[src/rtl/clock_pkg.sv]
// Shared mode encoding for the time-set controller, counter datapath and display mux.
package clock_pkg;

    localparam int CNT_W = 8;

    typedef enum logic [1:0] {
        MODE_RUN     = 2'd0,
        MODE_SET_HR  = 2'd1,
        MODE_SET_MIN = 2'd2,
        MODE_SET_SEC = 2'd3
    } mode_t;

    // Short-press sequence: RUN -> HR -> MIN -> SEC -> RUN
    function automatic mode_t next_mode(input mode_t m);
        mode_t r;
        case (m)
            MODE_RUN:     r = MODE_SET_HR;
            MODE_SET_HR:  r = MODE_SET_MIN;
            MODE_SET_MIN: r = MODE_SET_SEC;
            default:      r = MODE_RUN;
        endcase
        return r;
    endfunction

endpackage

[src/rtl/btn_sync_edge.sv]
// Two-flop synchroniser for an asynchronous button plus a history flop for edges.
// Level/rise/fall are valid two clocks after the pin changes; anything registered
// from them lands on the third clock.
module btn_sync_edge (
    input  logic clk,
    input  logic rst,
    input  logic i_btn,
    output logic o_level,
    output logic o_rise,
    output logic o_fall
);

    logic r_s1, r_s2, r_s3;

    // Synchroniser chain; reset to 0 so a button held through reset reads as a new press
    always_ff @(posedge clk or posedge rst) begin
        if (rst) begin
            r_s1 <= 1'b0;
            r_s2 <= 1'b0;
            r_s3 <= 1'b0;
        end else begin
            r_s1 <= i_btn;
            r_s2 <= r_s1;
            r_s3 <= r_s2;
        end
    end

    assign o_level = r_s2;
    assign o_rise  = r_s2 & ~r_s3;
    assign o_fall  = ~r_s2 & r_s3;

endmodule

[src/rtl/time_set_controller.sv]
// Button sequencer for the clock UI: mode selection, inc/dec pulses with
// auto-repeat, idle fallback to RUN and btnC long-press system reset.
// Optional: define TSC_BLINK_EN to build the blink gate for the selected field.
module time_set_controller
    import clock_pkg::*;
#(
    parameter int unsigned HOLD_SECONDS = 3,
    parameter int unsigned REPEAT_DELAY = 1,
    parameter int unsigned IDLE_TIMEOUT = 10
) (
    input  logic       clk,
    input  logic       rst,
    input  logic       btnC,
    input  logic       btnU,
    input  logic       btnD,
    input  logic       tick_1s,
    input  logic       tick_rep,
    output logic [1:0] mode,
    output logic       clock_run,
    output logic       inc_pulse,
    output logic       dec_pulse,
    output logic       sys_reset,
    output logic       blink_en
);

    localparam logic [CNT_W-1:0] HOLD_MAX = CNT_W'(HOLD_SECONDS);
    localparam logic [CNT_W-1:0] HOLD_M1  = CNT_W'(HOLD_SECONDS - 1);
    localparam logic [CNT_W-1:0] REP_MAX  = CNT_W'(REPEAT_DELAY);
    localparam logic [CNT_W-1:0] IDLE_M1  = CNT_W'(IDLE_TIMEOUT - 1);
    localparam logic             IDLE_ON  = (IDLE_TIMEOUT != 0);

    logic w_c_lvl, w_c_rise, w_c_fall;
    logic w_u_lvl, w_u_rise, w_u_fall;
    logic w_d_lvl, w_d_rise, w_d_fall;

    btn_sync_edge u_sync_c (.clk(clk), .rst(rst), .i_btn(btnC),
                            .o_level(w_c_lvl), .o_rise(w_c_rise), .o_fall(w_c_fall));
    btn_sync_edge u_sync_u (.clk(clk), .rst(rst), .i_btn(btnU),
                            .o_level(w_u_lvl), .o_rise(w_u_rise), .o_fall(w_u_fall));
    btn_sync_edge u_sync_d (.clk(clk), .rst(rst), .i_btn(btnD),
                            .o_level(w_d_lvl), .o_rise(w_d_rise), .o_fall(w_d_fall));

    mode_t            r_mode;
    logic             r_clock_run, r_inc, r_dec, r_sys_reset;
    logic [CNT_W-1:0] r_hold_cnt, r_rep_cnt, r_idle_cnt;
    logic             r_long, r_arm, r_dir_up;

    logic  w_set, w_any_lvl, w_both;
    logic  w_hold_hit, w_short, w_idle_hit, w_mode_chg;
    logic  w_u_start, w_d_start, w_dir_lvl, w_rep_fire;
    mode_t w_mode_nxt;

    assign w_set     = (r_mode != MODE_RUN);
    assign w_any_lvl = w_c_lvl | w_u_lvl | w_d_lvl;
    assign w_both    = w_u_lvl & w_d_lvl;

    // Long press: fires on the tick that brings hold_cnt to HOLD_SECONDS, once per hold
    assign w_hold_hit = w_c_lvl & ~w_c_rise & tick_1s & ~r_long & (r_hold_cnt == HOLD_M1);
    assign w_short    = w_c_fall & ~r_long;
    assign w_idle_hit = IDLE_ON & w_set & ~w_any_lvl & tick_1s & (r_idle_cnt == IDLE_M1);
    assign w_mode_chg = w_hold_hit | w_short | w_idle_hit;

    // A fresh single-button press starts a new inc/dec run
    assign w_u_start  = w_u_rise & ~w_d_lvl;
    assign w_d_start  = w_d_rise & ~w_u_lvl;
    assign w_dir_lvl  = r_dir_up ? w_u_lvl : w_d_lvl;
    assign w_rep_fire = r_arm & w_dir_lvl & ~w_both & tick_rep & (r_rep_cnt == REP_MAX)
                        & ~w_u_start & ~w_d_start;

    // Next mode in priority order: long press > short press > idle timeout
    always_comb begin
        w_mode_nxt = r_mode;
        if (w_hold_hit)
            w_mode_nxt = MODE_RUN;
        else if (w_short)
            w_mode_nxt = next_mode(r_mode);
        else if (w_idle_hit)
            w_mode_nxt = MODE_RUN;
    end

    // Mode, registered outputs and the hold/repeat/idle counters
    always_ff @(posedge clk or posedge rst) begin
        if (rst) begin
            r_mode      <= MODE_RUN;
            r_clock_run <= 1'b1;
            r_inc       <= 1'b0;
            r_dec       <= 1'b0;
            r_sys_reset <= 1'b0;
            r_hold_cnt  <= '0;
            r_rep_cnt   <= '0;
            r_idle_cnt  <= '0;
            r_long      <= 1'b0;
            r_arm       <= 1'b0;
            r_dir_up    <= 1'b0;
        end else begin
            r_mode      <= w_mode_nxt;
            r_clock_run <= (w_mode_nxt == MODE_RUN);
            r_sys_reset <= w_hold_hit;

            // Pulses are dropped in RUN and in any cycle that changes mode
            r_inc <= w_set & ~w_mode_chg & (w_u_start | (w_rep_fire & r_dir_up));
            r_dec <= w_set & ~w_mode_chg & (w_d_start | (w_rep_fire & ~r_dir_up));

            if (w_c_rise) begin
                r_hold_cnt <= '0;
                r_long     <= 1'b0;
            end else begin
                if (w_c_lvl && tick_1s && r_hold_cnt < HOLD_MAX)
                    r_hold_cnt <= r_hold_cnt + 1'b1;
                if (w_hold_hit)
                    r_long <= 1'b1;
            end

            // Both buttons down disarms; only a new single press re-arms
            if (w_both || !w_set) begin
                r_arm     <= 1'b0;
                r_rep_cnt <= '0;
            end else if (w_u_start || w_d_start) begin
                r_arm     <= 1'b1;
                r_dir_up  <= w_u_start;
                r_rep_cnt <= '0;
            end else if (r_arm && (r_dir_up ? w_u_fall : w_d_fall)) begin
                r_arm     <= 1'b0;
            end else if (r_arm && tick_1s && r_rep_cnt < REP_MAX) begin
                r_rep_cnt <= r_rep_cnt + 1'b1;
            end

            if (w_mode_chg || !w_set || w_any_lvl)
                r_idle_cnt <= '0;
            else if (tick_1s && r_idle_cnt != '1)
                r_idle_cnt <= r_idle_cnt + 1'b1;
        end
    end

    assign mode      = r_mode;
    assign clock_run = r_clock_run;
    assign inc_pulse = r_inc;
    assign dec_pulse = r_dec;
    assign sys_reset = r_sys_reset;

`ifdef TSC_BLINK_EN
    logic r_blink;

    // Blink toggles at the repeat rate while idle in a set mode; solid while adjusting
    always_ff @(posedge clk or posedge rst) begin
        if (rst)
            r_blink <= 1'b0;
        else if (w_mode_nxt == MODE_RUN)
            r_blink <= 1'b0;
        else if (w_u_lvl || w_d_lvl)
            r_blink <= 1'b1;
        else if (!w_c_lvl && tick_rep)
            r_blink <= ~r_blink;
    end

    assign blink_en = r_blink;
`else
    assign blink_en = 1'b0;
`endif

endmodule
[config.mk]
export PLATFORM = sky130hd
export DESIGN_NAME = time_set_controller
export DESIGN_NICKNAME = d
export VERILOG_FILES = /design/src/rtl/clock_pkg.sv /design/src/rtl/btn_sync_edge.sv /design/src/rtl/time_set_controller.sv
export SDC_FILE = /design/constraint.sdc
export NUM_CORES = 1
export LEC_CHECK = 0
export ABC_AREA = 1
export BUFFER_PORTS_ARGS = -buffer_cell sky130_fd_sc_hd__buf_2
export CAP_MARGIN = 20
export CELL_PAD_IN_SITES_DETAIL_PLACEMENT = 2
export CELL_PAD_IN_SITES_GLOBAL_PLACEMENT = 2
export CORE_MARGIN = 5
export CORE_UTILIZATION = 36
export CTS_CLUSTER_SIZE = 30
export DETAILED_ROUTE_END_ITERATION = 16
export PLACE_DENSITY_LB_ADDON = 0.12
export SYNTH_ARGS = -nofsm -noshare
export SYNTH_HDL_FRONTEND = slang
export SYNTH_HIERARCHICAL = 1
export SYNTH_SLANG_ARGS = --single-unit
[constraint.sdc]
create_clock -name clk -period 1.55 [get_ports clk]
set_input_delay 0.31 -clock clk [delete_from_list [all_inputs] [get_ports clk]]
set_output_delay 0.31 -clock clk [all_outputs]
set_load 0.005 [all_outputs]
==> summary.txt <==
Internal power: 0.00199 W
Share of total power in sequential cells: 0.445
Crit path arrival time: 1.68 ns
Post-synth top area cell: sky130_fd_sc_hd__dfrtp_1
Deepest clock path buffer count: 2
Synth-to-Final Area Change: 17.4%
Final min period: 1.45 ns
Quantity of I/O buffers inserted on ports: 12
Multi-input gate area: 898 sq um
Leakage power total: 1.25 nW
Wire length of the first global-routing pass: 8850 microns
Number of rows created at floorplan: 27
Number of buffers inserted during clock tree synthesis: 5
Combined flip-flop and latch cell area: 1050 sq um
Number of unique standard cell types used by synthesis: 26
Multiplexer fraction of the synthesized cell area: 0
Die H: 86.6 microns
Final wirelength: 5170 microns
Classification of the worst setup path: flop to flop
Count leader, synth: sky130_fd_sc_hd__nor2_1
Total setup violations reported at the end of the flow: 0
Clock skew after layout: 0.00652 ns
Chip Width: 86.6 microns
Post-detailed-route via-to-cell ratio: 4.60
Number of clock sinks seen by CTS: 42
Clock tree from TritonCTS: done
Initial core utilization: 0.376
Tot GR Track Use: 0.152
Remaining routing DRC violations: 0
Mean Syn Cell Area: 8.34 sq um
DP Wirelength: 3740 microns
Period Utilization, post-route: 0.938
Critical path endpoint category: flop
Remaining global-route overflow: 0
Clock-pin slew on the worst setup and hold paths: 0.08 ns
Achievable clock frequency: 688 MHz
Hold path start: btnC
Number of nets in the synthesized netlist: 269
Ratio of cells with drive above 1 in the final layout: 0.235
Cells taking the most area after synthesis: sky130_fd_sc_hd__dfrtp_1 (49%), sky130_fd_sc_hd__nor2_1 (9.8%), sky130_fd_sc_hd__inv_1 (7.8%)
Total power per unit cell area: 1180 nW/um^2
Placer's final routability congestion estimate: 0.728
First-pass iteration count of the detailed router: 4
Root Buffer: sky130_fd_sc_hd__clkbuf_8
Filler instances: 666
Antenna violations before repair: 0
IO Count: 14
Slew Viols, Final: 0
ANT nets after route: 0
Kind of path behind the tightest hold check: input port to flop
Setup tns final: 0 ns
Vias: 1,625
Wire length per cell: 14.6 microns
Number of enable flip-flop cells after synthesis: 0
Synth Area in Compound Gates: 0.0344
Timing startpoint of the critical path: r_hold_cnt[0]
Initial drt markers: 55
Combinational cell fraction of total power: 0.260
Most common flop cell mapped by yosys: sky130_fd_sc_hd__dfrtp_1
# H-tree levels: 2
Synth async-reset ratio: 1.00
Post-Synth XOR/XNOR Area: 0.0125
Die Footprint: 7490 sq um
Final number of hold-violating endpoints: 0
Fraction of the yosys area taken by sequential cells: 0.499
Startpoint type of the worst setup path: flop
Startpoint of the worst register-to-register path: r_hold_cnt[0]
Number of global-route vias before repair: 1,884
Top-area cell type share of the netlist area: 0.486
Post-Synth Adder-Cell Area: 0.0534
Result of the run: finished, final reports clean
Area of the core: 5610 sq um
Switching power share of the total: 0.317
Relative contribution of the clock network to total power: 0.296
Largest family of logic cells by synthesized area: simple AND/OR/NAND/NOR gates
Total of flip-flops plus latches after synthesis: 42
Antenna diode count: 0
Req. time, crit path: 1.78 ns
Pin count of the biggest net entering global routing: 23
Ranking of synthesized cells by instance count: sky130_fd_sc_hd__nor2_1 (55), sky130_fd_sc_hd__inv_1 (44), sky130_fd_sc_hd__dfrtp_1 (41)
Cells after synthesis: 253
Final layout net count: 296
Post-Synthesis Cell Area: 2110 sq um
Maximum fanout count along the critical path: 7
Latest clock arrival within the worst-skew pair: 0.29 ns
Unrepaired setup endpoints after global routing: true
Count of maximum capacitance violations: 0
Post-synthesis share of cell area spent on and, or, nand and nor gates: 0.303
Worst ir drop on vdd: 574 uV
Worst Hold Margin: 0.120 ns
Yosys Warn Count: 6
Switching power: 0.000925 W
==> critical path, stage by stage (launching register included) <==
cell                      delay, ns
sky130_fd_sc_hd__dfrtp_1       0.38
sky130_fd_sc_hd__inv_1         0.06
sky130_fd_sc_hd__ha_2          0.20
sky130_fd_sc_hd__nand2_1       0.07
sky130_fd_sc_hd__nor2_1        0.04
sky130_fd_sc_hd__nand3_1       0.12
sky130_fd_sc_hd__nand2_2       0.11
sky130_fd_sc_hd__nor2_8        0.23
sky130_fd_sc_hd__nand3_4       0.09
sky130_fd_sc_hd__nor2_2        0.09
==> layer usage <==
layer,share of wire,GRT usage
met1,0.46,0.188
met2,0.51,0.264
met3,0.022,0.0342
met4,0.012,0.0425
met5,0,0
==> registers in the layout, indices dropped and copies added, names as in the netlist <==
name and count:
dec_pulse 1, u_sync_u/o_level 1, u_sync_c/r_s3 1, u_sync_c/r_s1 1, r_long 1, mode 2, u_sync_d/r_s3 1, sys_reset 1
inc_pulse 1, clock_run 1, u_sync_d/o_level 1, u_sync_c/o_level 1, u_sync_u/r_s3 1, u_sync_d/r_s1 1, r_idle_cnt 8, r_dir_up 1
u_sync_u/r_s1 1, r_hold_cnt 8, r_rep_cnt 8, r_arm 1
==> stage by stage <==
stage	std cells	total power [W]	util	cell area, sq um	setup slack (ns)
final	353	0.00291	0.442	2480	0.0962
after detailed placement	339	0.00197	0.406	2280	0.0529
after floorplan	253	0.00175	-	2110	0.256
after global placement	339	0.00193	0.406	2280	0.107
after CTS	348	0.00285	0.427	2390	0.0226
after global routing	353	0.00313	0.442	2480	-0.0196
==> power groups by stage <==
stage | Sequential [W] | Combinational [W] | Clock [W]
4_1_cts | 0.00131 | 0.000657 | 0.000887
6_report | 0.00130 | 0.000757 | 0.000862
5_1_grt | 0.00131 | 0.000867 | 0.000948
3_5_place_dp | 0.00133 | 0.000640 | 0
2_1_floorplan | 0.00130 | 0.000448 | 0
3_3_place_gp | 0.00132 | 0.000617 | 0
==> cell families (layout without fill, tap and decap cells) <==
group,Yosys count,after routing
AO/OA/AOI/OAI,13,13
XOR/XNOR,3,3
adder cells (fa/ha/maj),9,9
buffers and inverters,52,80
flip-flops,42,42
other,1,1
AND/OR/NAND/NOR,133,133
==> layout by cell type (no fill, tap or decap), drive strengths merged <==
cell type,n
nor2,61
inv,49
nand2,43
dfrtp,41
buf,21
nand3,18
ha,9
o21ai,8
clkbuf,7
nand4,6
nor3,5
a21oi,5
xor2,3
clkinv,1
conb,1
bufinv,1
dfstp,1
dlygate4sd3,1
==> timing repair <==
action | in CTS | in global routing
setup endpoints to repair | 1 | 21
pin swaps | 0 | 3
hold buffers | 1 | 0
buffers inserted | 0 | 5
gates resized for setup | 1 | 13
endpoints found under the hold margin | 9 | 0
==> final timing paths <==
path	slack, ns	cells past startpoint	endpoint
setup reg to reg	0.1	9	r_idle_cnt[6]
hold reg to reg	0.35	0	u_sync_u/o_level
hold / removal	0.12	1	u_sync_c/r_s1
min in group asynchronous	0.47	3	u_sync_u/r_s1
setup / recovery	0.1	9	r_idle_cnt[6]
max in group asynchronous	0.57	4	clock_run
==> layout make-up <==
type	instances	share of cell area
clock buffer	7	0.0308
clock inverter	1	0.0121
inverter	50	0.0768
multi-input combinational	159	0.363
sequential	42	0.425
tap	72	0.0364
timing repair buffer	22	0.0556
Power figures use the tool's default switching activity.
